## config.mk

```make
export PLATFORM = sky130hd
export DESIGN_NAME = adder_result_collector
export DESIGN_NICKNAME = d
export VERILOG_FILES = /design/src/rtl/adder_pkg.sv /design/src/rtl/adder_sync_fifo.sv /design/src/rtl/adder_result_collector.sv
export SDC_FILE = /design/constraint.sdc
export NUM_CORES = 1
export LEC_CHECK = 0
export BUFFER_PORTS_ARGS = -buffer_cell sky130_fd_sc_hd__buf_2
export CAP_MARGIN = 20
export CORE_MARGIN = 4
export CORE_UTILIZATION = 50
export CTS_CLUSTER_SIZE = 28
export DETAILED_ROUTE_END_ITERATION = 10
export PLACE_DENSITY = 0.67
export SLEW_MARGIN = 10
export SYNTH_ARGS = -nofsm -noshare
export SYNTH_HDL_FRONTEND = slang
export SYNTH_HIERARCHICAL = 1
export SYNTH_SLANG_ARGS = --single-unit
```

## constraint.sdc

```tcl
create_clock -name clk -period 6.2 [get_ports clk]
set_input_delay 0.62 -clock clk [delete_from_list [all_inputs] [get_ports clk]]
set_output_delay 0.62 -clock clk [all_outputs]
set_load 0.05 [all_outputs]
```

## src/rtl/adder_pkg.sv

```systemverilog
// adder_pkg: shared widths and defaults for the pipelined adder and its result collector
package adder_pkg;
  localparam int ADDER_DATA_W = 64;
  localparam int ADDER_FIFO_DEPTH = 16;
  localparam int ADDER_FRAME_LEN = 8;
  localparam int ADDER_PTR_W = $clog2(ADDER_FIFO_DEPTH);
  localparam int ADDER_LVL_W = ADDER_PTR_W + 1;
  function automatic int cnt_w(input int n);
    return n > 1 ? $clog2(n) : 1;
  endfunction
endpackage

```

## src/rtl/adder_sync_fifo.sv

```systemverilog
// adder_sync_fifo: synchronous FIFO (push_i/pop_i pre-qualified, dout_o = head word, level_o = stored words)
module adder_sync_fifo
  import adder_pkg::*;
#(
  parameter int DATA_W = ADDER_DATA_W,
  parameter int DEPTH  = ADDER_FIFO_DEPTH
) (
  input  logic                   clk,
  input  logic                   rst,
  input  logic                   push_i,
  input  logic [DATA_W-1:0]      din_i,
  input  logic                   pop_i,
  output logic [DATA_W-1:0]      dout_o,
  output logic                   full_o,
  output logic                   empty_o,
  output logic [$clog2(DEPTH):0] level_o
);
  localparam int AW = $clog2(DEPTH);
  logic [DATA_W-1:0] mem_q [DEPTH];
  logic [AW-1:0] wr_ptr_q, wr_ptr_d, rd_ptr_q, rd_ptr_d;
  logic [AW:0] level_q, level_d;
  always_comb begin
    wr_ptr_d = push_i ? wr_ptr_q + AW'(1) : wr_ptr_q;
    rd_ptr_d = pop_i ? rd_ptr_q + AW'(1) : rd_ptr_q;
    level_d  = level_q + (AW+1)'(push_i) - (AW+1)'(pop_i);
  end
  always_ff @(posedge clk) begin
    if (rst) begin
      wr_ptr_q <= '0;
      rd_ptr_q <= '0;
      level_q  <= '0;
    end else begin
      wr_ptr_q <= wr_ptr_d;
      rd_ptr_q <= rd_ptr_d;
      level_q  <= level_d;
    end
  end
  always_ff @(posedge clk) if (push_i) mem_q[wr_ptr_q] <= din_i;
  assign dout_o  = mem_q[rd_ptr_q];
  assign full_o  = level_q == (AW+1)'(DEPTH);
  assign empty_o = level_q == '0;
  assign level_o = level_q;
endmodule

```

## src/rtl/adder_result_collector.sv

```systemverilog
// adder_result_collector: buffers adder results into a framed valid/ready stream with sticky overflow (optional drop_count via COLLECTOR_DROP_CNT_EN)
module adder_result_collector
  import adder_pkg::*;
#(
  parameter int DATA_W    = ADDER_DATA_W,
  parameter int DEPTH     = ADDER_FIFO_DEPTH,
  parameter int FRAME_LEN = ADDER_FRAME_LEN
) (
  input  logic                   clk,
  input  logic                   rst,
  input  logic [DATA_W-1:0]      din,
  input  logic                   din_tvalid,
  output logic [DATA_W-1:0]      m_tdata,
  output logic                   m_tvalid,
  input  logic                   m_tready,
  output logic                   m_tlast,
  output logic [$clog2(DEPTH):0] fill_level,
  output logic                   overflow,
  input  logic                   clr_overflow
`ifdef COLLECTOR_DROP_CNT_EN
  ,
  output logic [15:0]            drop_count
`endif
);
  localparam int FW = cnt_w(FRAME_LEN);
  logic full, empty, pop, push, drop, is_last;
  logic ovf_q, ovf_d;
  logic [FW-1:0] fcnt_q, fcnt_d;
  assign pop     = m_tvalid & m_tready;
  assign push    = din_tvalid & (~full | pop);
  assign drop    = din_tvalid & full & ~pop;
  assign is_last = fcnt_q == FW'(FRAME_LEN - 1);
  adder_sync_fifo #(.DATA_W(DATA_W), .DEPTH(DEPTH)) u_fifo (
    .clk     (clk),
    .rst     (rst),
    .push_i  (push),
    .din_i   (din),
    .pop_i   (pop),
    .dout_o  (m_tdata),
    .full_o  (full),
    .empty_o (empty),
    .level_o (fill_level)
  );
  always_comb begin
    ovf_d  = drop ? 1'b1 : clr_overflow ? 1'b0 : ovf_q;
    fcnt_d = pop ? (is_last ? '0 : fcnt_q + FW'(1)) : fcnt_q;
  end
  always_ff @(posedge clk) begin
    if (rst) begin
      ovf_q  <= 1'b0;
      fcnt_q <= '0;
    end else begin
      ovf_q  <= ovf_d;
      fcnt_q <= fcnt_d;
    end
  end
  assign m_tvalid = ~empty;
  assign m_tlast  = m_tvalid & is_last;
  assign overflow = ovf_q;
`ifdef COLLECTOR_DROP_CNT_EN
  logic [15:0] dcnt_q, dcnt_d;
  always_comb begin
    dcnt_d = drop ? (clr_overflow ? 16'd1 : (&dcnt_q ? dcnt_q : dcnt_q + 16'd1))
                  : (clr_overflow ? 16'd0 : dcnt_q);
  end
  always_ff @(posedge clk) begin
    if (rst) dcnt_q <= '0;
    else dcnt_q <= dcnt_d;
  end
  assign drop_count = dcnt_q;
`endif
endmodule

```

# Yosys cells after proc, flatten, opt, wreduce, memory -nomap -nowiden
# Memories as Yosys holds them, arrays and structs flattened. A register that Yosys moved wholly into a read port is not among the register bits.
# Index checks and enable logic that the tools add are counted.
# totals
ff_bits	17
n_memories	1
in_bits	69
output_inout_bits	72
word_cells	31
ram_bits	1024
# op_classes
bitwise_logic	9
eq_ne	2
n_reduce_logical	2
muxes	7
addsub	5
# mem_list
name	depth	width	read_ports	rd_ports_with_merged_regs	wr	line_no	text
u_fifo.mem_q	16	64	1	1	1	adder_sync_fifo.sv:19	logic [DATA_W-1:0] mem_q [DEPTH];
# ops
cell	n
adder 4 x 1 -> 4 bit, second input constant	2
2-to-1 mux 4 bit	2
adder 5 x 1 -> 5 bit	1
AND 1 bit	5
equality test 5 bit, second input constant	1
logical NOT 5 bit	1
subtractor 5 x 1 -> 5 bit	1
2-to-1 mux 1 bit	4
adder 3 x 1 -> 3 bit, second input constant	1
equality test 3 bit, second input constant	1
2-to-1 mux 3 bit	1
NOT 1 bit	3
nonzero test 2 bit	1
bitwise OR 1 bit	1

# Longest topological paths before layout
# Gate-level depths: netlist of run 1.
# depth
ltp_word	7
depth_mapped	14
depth_no_buf	14

# Modules after synthesis
# The synthesis of run 1 kept the hierarchy.
# by_module_without_submodules
module	cells_each	n_inst	area_per_inst_um2	seq_area_each_um2
adder_sync_fifo	1659	1	39093.7	31089.8
adder_result_collector	23	1	201.4	80.1

# Worst setup path before layout of run 1
# Ideal clock, no wire load.
# synth_timing
path_type	reg2reg
from	register u_fifo.level_q[2], in the netlist u_fifo/level_o[2]
to	memory u_fifo/mem_q[0][0] in the netlist's numbering (enable)
required_time_ns	5.771
path_buffers	1
arrival_time_ns	3.653
period_less_slack_ns	4.082
stages_incl_launch_ff	9
setup_slack_ns	2.118
setup_time_ns	0.429
path_cell_list	dfxtp_1 > inv_1 > ha_1 > nor4b_1 > nand2b_4 > a21boi_0 > clkbuf_1 > nor3b_1 > and2_1
# synth_between
elab_chain_cells	7
elab_cells_between_ends	9
cone_classes	eq/ne: 1; mux: 2; bitwise: 5; reduce/logical: 1
# synth_lines
item	line_no	text
start, declared	adder_sync_fifo.sv:21	logic [AW:0] level_q, level_d;
start signal, assigned	adder_sync_fifo.sv:35	level_q <= level_d;
logical NOT 5 bit	adder_sync_fifo.sv:41	assign empty_o = level_q == '0;
via empty	adder_result_collector.sv:26	logic full, empty, pop, push, drop, is_last;
NOT 1 bit	adder_result_collector.sv:57	assign m_tvalid = ~empty;
AND 1 bit	adder_result_collector.sv:29	assign pop = m_tvalid & m_tready;
bitwise OR 1 bit	adder_result_collector.sv:30	assign push = din_tvalid & (~full | pop);
AND 1 bit	adder_result_collector.sv:30	
via push	adder_result_collector.sv:26	
2-to-1 mux 1 bit	adder_sync_fifo.sv:38	always_ff @(posedge clk) if (push_i) mem_q[wr_ptr_q] <= din_i;
2-to-1 mux 1 bit (implied by the code)	adder_sync_fifo.sv:38	
end, declared	adder_sync_fifo.sv:19	
# The timed path passes the listed nets, and every way through them passes these cells.

==> metrics.txt, run 1 <==
die area=83140 um^2; cell count after synthesis=roughly 1700; complex-gate fraction of the synthesized area=2.576%; initial antenna violation count=8; Routed Wire Length=about 85000 um; Num Clock Sinks=approximately 1000; FFs w/ async S/R, synth=0%; Worst-Margin Slew=1.130 ns; relative max-transition margin=24.64%; PwrDens=402.3 nW/um^2; CTS tree=done; Hold WC Path Type=in -> reg; simple-gate share of the synthesized area=1.417%; Yosys reg bits=1045; final-stage net count=1959; vias in the first global route=19180; DR pass1 iterations=7; CTS Buf Count=105; fill cell count=between 5000 and 6000; Via density=6.069; outcome=finished clean; Max Fanout on Critical Path=34; main combinational cell family by area after synthesis=multiplexers; P&R area growth vs syn=13.58%; Setup CP Type=reg -> out; Total Routing Usage GR=20.88%; # placed instances=2809; Required @ worst endpoint=5.58 ns; Distinct cells, synth=35; Syn Area/Cell=around 23 um^2; count of antenna-violating nets left after detailed routing=0; clock root cell=clkbuf_16; Synth Area in XOR/XNOR=0.1783%; DIE WIDTH=about 290 um; core area=between 70000 and 80000 um^2; Worst Setup Start Kind=flop; Synth Cell Area=39300 um^2; Crit. End Element=primary output; Avg WL per Cell=28.43 um; Die Y=288.3 um; Post-synth EDFFs=1024; Seq/Total Area, Yosys=around four fifths; arrival time at the worst endpoint=3.46 ns; Synthesis Warnings=6; final setup fails=0; Longest Clk Path Bufs=3; first-pass GRT wire length=~130000 um; top post-synthesis cells by area=edfxtp_1, mux4_2, a22oi_1; RSZ-0062 raised after global routing=no; Yosys top cell by area=edfxtp_1; Leak=14.01 nW; Post-Layout Cell Count=2998; Post-CTS Hold Fix Bufs=0; I/O pins=141; placed wire-length estimate=44490 um; Primary FF master, synth=edfxtp_1; overall power=0.01796 W; Synth top area share=78.25%; Max Cap Viol=0; I/O Buffers=140; FMAX=244.9 MHz; Final Hold Vio Count=0; Post-Syn Nets=1765; commonest cells after routing, fill and taps aside=edfxtp_1, mux4_2, buf_2; share of cells above drive strength 1=between 30% and 40%; Total Neg Setup Slack=0 ns; Residual DRC=0; adder-cell share of the synthesized area=0.4649%; Initial Utilization=50.56%; vias=18200; largest net degree at the start of global routing=84; peak supply drop=approximately 0.00028 V; final period utilization=65.87%; setup bufs post-CTS=0; Core Rows=102; cts repair resizes=0; gr ovfl total=0; H-tree depth=3; initial drt markers=1680; routability cong.=0.7222; clk slew on worst S/H paths=0.06 ns; Slew Viols, Final=0; skew final=0.01619 ns; post-synthesis mux area share=between 10 and 15%; clk_lat worst skew=0.65 ns; commonest non-fill, non-tap cell in the layout=edfxtp_1; Final min period=between 4 and 5 ns
-- Yosys cell counts, drive strengths merged (2+ instances only) --
cell	number
edfxtp	1024
buf	49
nor2b	5
a22oi	128
ha	13
inv	13
xor2	5
dfxtp	21
nand4	2
and2	17
mux4	256
nor2	16
nand2	71
nor3b	2
xnor2	3
clkbuf	37
mux2i	3
a21oi	4
-- power breakdown --
part	switching [W]	internal, W	leakage (nW)
Combinational	0.00218	0.00149	2.95
Sequential	0.000157	0.00798	9.42
Clock	0.00251	0.00365	1.64
Total	0.00484	0.0131	14.0
-- per-layer routing --
layer  vias up  wire [um]  global-route usage, %
met5         -         41                      0
met4         6       1742                  5.659
met3       126       5568                  3.757
met2       686      43440                  34.45
met1      9802      34440                  29.25
li1       7576          -                      -
-- per-stage QoR --
| stage | instance area (um^2) | hold slack [ns] | utilization, % | setup slack [ns] |
|---|---|---|---|---|
| after floorplan | 39300 | 0.4340 | - | 2.118 |
| after global placement | 41240 | 0.4532 | 53.06 | 2.674 |
| after detailed placement | 41260 | 0.4642 | 53.08 | 2.671 |
| after CTS | 44620 | 0.2439 | 57.41 | 1.965 |
| after global routing | 44620 | 0.3207 | 57.41 | 1.841 |
| final | 44630 | 0.2790 | 57.43 | 2.116 |
-- kinds of logic after synthesis --
family / after synthesis
multiplexers: 259
adder cells (fa/ha/maj): 14
AO/OA/AOI/OAI: 136
buffers and inverters: 99
XOR/XNOR: 8
AND/OR/NAND/NOR: 121
flip-flops: 1045
-- worst paths after layout --
check | from | to | slack (ns) | depth (start not counted)
max | flop | m_tdata[26] | 2.12 | 5
min | clr_overflow | overflow$_SDFFE_PP0P_ | 0.28 | 4
max reg2reg | u_fifo/level_o[2]$_SDFF_PP0_ | u_fifo/mem_q[2][12]$_DFFE_PP_ | 2.62 | 9
min reg2reg | fcnt_q[2]$_SDFFE_PP0P_ | fcnt_q[2]$_SDFFE_PP0P_ | 0.48 | 2
-- registers in the layout, indices dropped and copies added, names as in the netlist, named ones only --
name and flops:
u_fifo/mem_q 1024, u_fifo/level_o 5, u_fifo/rd_ptr_q 4, u_fifo/wr_ptr_q 4, fcnt_q 3, overflow 1
-- layout make-up --
cell class	instances	area, um^2	area share, %
Antenna cell	4	10.01	0.02243
Timing Repair Buffer	173	1049	2.349
Sequential cell	1045	31180	69.85
Multi-Input combinational cell	538	7682	17.21
Tap cell	1040	1301	2.915
Inverter	13	48.80	0.1093
Clock buffer	130	2805	6.285
Clock inverter	55	559.3	1.253
-- critical path, cell delays in order, from the launching register on --
cell and delay, ns:
dfxtp_4 0.84, buf_4 0.66, mux4_2 0.58, a22oi_1 0.20, nand2_1 0.20, buf_2 0.27
Note: power is estimated with default switching activity, not from simulation.
==> run 2: changes to the inputs <==
- PLACE_DENSITY: 0.67 -> 0.69
- clock period: 6.2 -> 3.3 ns (I/O delays scaled with it)
==> run 2 against run 1 <==
Effect of this change:
- count of clock-buffer cells in the layout fell by 2
- non-clock buffer count rose by 46
- wire length rose by 1.2%
- sequential share of layout area fell by 1.6 points
- clock skew rose by 0.0045 ns
- setup slack got worse by 1.9 ns
- combinational power rose by 97%
- final cell count rose by 1.7%
- largest power group unchanged
- clock power rose by 93%
- critical path depth did not move
- register-to-register slack got worse by 2.3 ns
==> metrics.txt, run 2 (synthesized netlist as in run 1, its figures left out) <==
outcome=finished clean; Worst-Margin Slew=0.5875 ns (-0.5430 ns); first-pass GRT wire length=127700 um (+0.15%); CTS Buf Count=105 (unchanged); DIE WIDTH=288.3 um (unchanged); Required @ worst endpoint=2.97 ns (-2.61 ns); final-stage net count=2005 (+2.3%); Largest register FFs=1024 (unchanged); I/O Buffers=140 (unchanged); Core Rows=102 (unchanged); commonest non-fill, non-tap cell in the layout=edfxtp_1; vias=18530 (+1.8%); relative max-transition margin=60.75% (+36 points); Max Cap Viol=0 (unchanged); Max Fanout on Critical Path=48 (+41%); count of antenna-violating nets left after detailed routing=0 (unchanged); Crit. End Element=primary output; Leak=14.42 nW (+2.9%); largest register by flop count=u_fifo/mem_q; arrival time at the worst endpoint=2.80 ns (-0.66 ns); design area=45660 um^2 (+2.3%); Setup CP Type=reg -> out; die area=83140 um^2 (unchanged); Final Util=58.74% (+1.3 points); clock root cell=clkbuf_16; vias in the first global route=19400 (+1.2%); I/O pins=141 (unchanged); Via density=6.076 (+0.11%); Slew Viols, Final=0 (unchanged); clk_lat worst skew=0.66 ns (about the same); share of cells above drive strength 1=32.00% (+1.5 points); Worst Setup Start Kind=flop; largest net degree at the start of global routing=67 (-20%); Residual DRC=0 (unchanged); commonest cells after routing, fill and taps aside=edfxtp_1, mux4_2, buf_2; Routed Wire Length=86260 um (+1.2%); CTS tree=done; Total Routing Usage GR=21.03% (+0.15 points); placed cell area=42060 um^2 (+2.0%); peak supply drop=0.0005568 V (+100%); Final min period=between 3 and 4 ns; Die Y=288.3 um (unchanged); core area=77720 um^2 (unchanged); placed wire-length estimate=46680 um (+4.9%); Num Clock Sinks=1045 (unchanged); Final Hold Vio Count=0 (unchanged); RSZ-0062 raised after global routing=no; Hold WC Path Type=in -> reg; Total Neg Setup Slack=0 ns (unchanged); final setup fails=0 (unchanged); Longest Clk Path Bufs=3 (unchanged); gr ovfl total=0 (unchanged); routability cong.=0.7645 (+5.9%); H-tree depth=3 (unchanged); clk slew on worst S/H paths=0.06 ns (about the same); initial drt markers=1863 (+11%); P&R area growth vs syn=16.18%; initial antenna violation count=8 (unchanged); Avg WL per Cell=28.29 um (-0.49%); final period utilization=94.94%; skew final=0.02066 ns (+0.004472 ns); PwrDens=751.4 nW/um^2 (+87%); Hold Worst Slack=0.03829 ns (-0.2407 ns); DR pass1 iterations=5 (-2); FMAX=319.2 MHz; Initial Utilization=50.56% (unchanged); fill cell count=5363 (-3.6%)
## run 2: cell type report
| cell class | instances | area [um^2] | share of cell area (%) |
|---|---|---|---|
| antenna | 3 | 7.507 | 0.01644 |
| timing repair buffer | 219 | 1953 | 4.278 |
| tap | 1040 | 1301 | 2.850 |
| inverter | 13 | 48.80 | 0.1069 |
| multi-input combinational | 538 | 7682 | 16.83 |
| clock buffer | 128 | 2735 | 5.991 |
| clock inverter | 63 | 749.5 | 1.642 |
| sequential | 1045 | 31180 | 68.29 |
## run 2: what timing repair did
action / 4_1_cts / 5_1_grt
endpoints found under the setup margin: 18 / 7
gates resized for setup: 0 / 3
cloned: 0 / 0
hold buffers: 3 / 0
setup buffers: 1 / 3
hold endpoints to repair: 3 / 0
## run 2: power breakdown
part / switching, W / internal, W
registers: 0.000192 / 0.0150
clock network: 0.00483 / 0.00707
logic: 0.00424 / 0.00299
## run 2: final timing paths
path	start	to	slack [ns]	depth (start not counted)
hold reg to reg	fcnt_q[1]$_SDFFE_PP0P_	fcnt_q[1]$_SDFFE_PP0P_	0.47	2
hold / removal	din[53]	u_fifo/mem_q[10][53]$_DFFE_PP_	0.04	1
setup / recovery	flop	m_tdata[43]	0.17	5
setup reg to reg	u_fifo/level_o[2]$_SDFF_PP0_	u_fifo/mem_q[2][29]$_DFFE_PP_	0.36	9
## run 2: critical path, stage by stage, from the launching register on
cell	delay [ns]
dfxtp_4	0.52
buf_16	0.35
mux4_2	0.56
a22oi_1	0.30
nand2_1	0.14
buf_2	0.23
## run 2: per-layer routing
| metal | GRT usage, % | vias to the layer above | routed length, um | share of wire (%) |
|---|---|---|---|---|
| met4 | 5.337 | 8 | 1856 | 2.2 |
| met5 | 0 | - | 61 | 0.071 |
| met3 | 3.994 | 135 | 6784 | 7.9 |
| met2 | 34.17 | 811 | 42820 | 50 |
| li1 | - | 7667 | - | - |
| met1 | 29.98 | 9904 | 34730 | 40 |
## run 2: per-stage QoR
stage | setup slack, ns | instances | total power [W]
4_1_cts | 0.01385 | 3043 | 0.03461
2_1_floorplan | 0.02229 | 1682 | 0.02085
5_1_grt | 0.03139 | 3046 | 0.03564
3_3_place_gp | 0.4277 | 2848 | 0.02261
3_5_place_dp | 0.3845 | 2848 | 0.02270
6_report | 0.1668 | 3049 | 0.03431
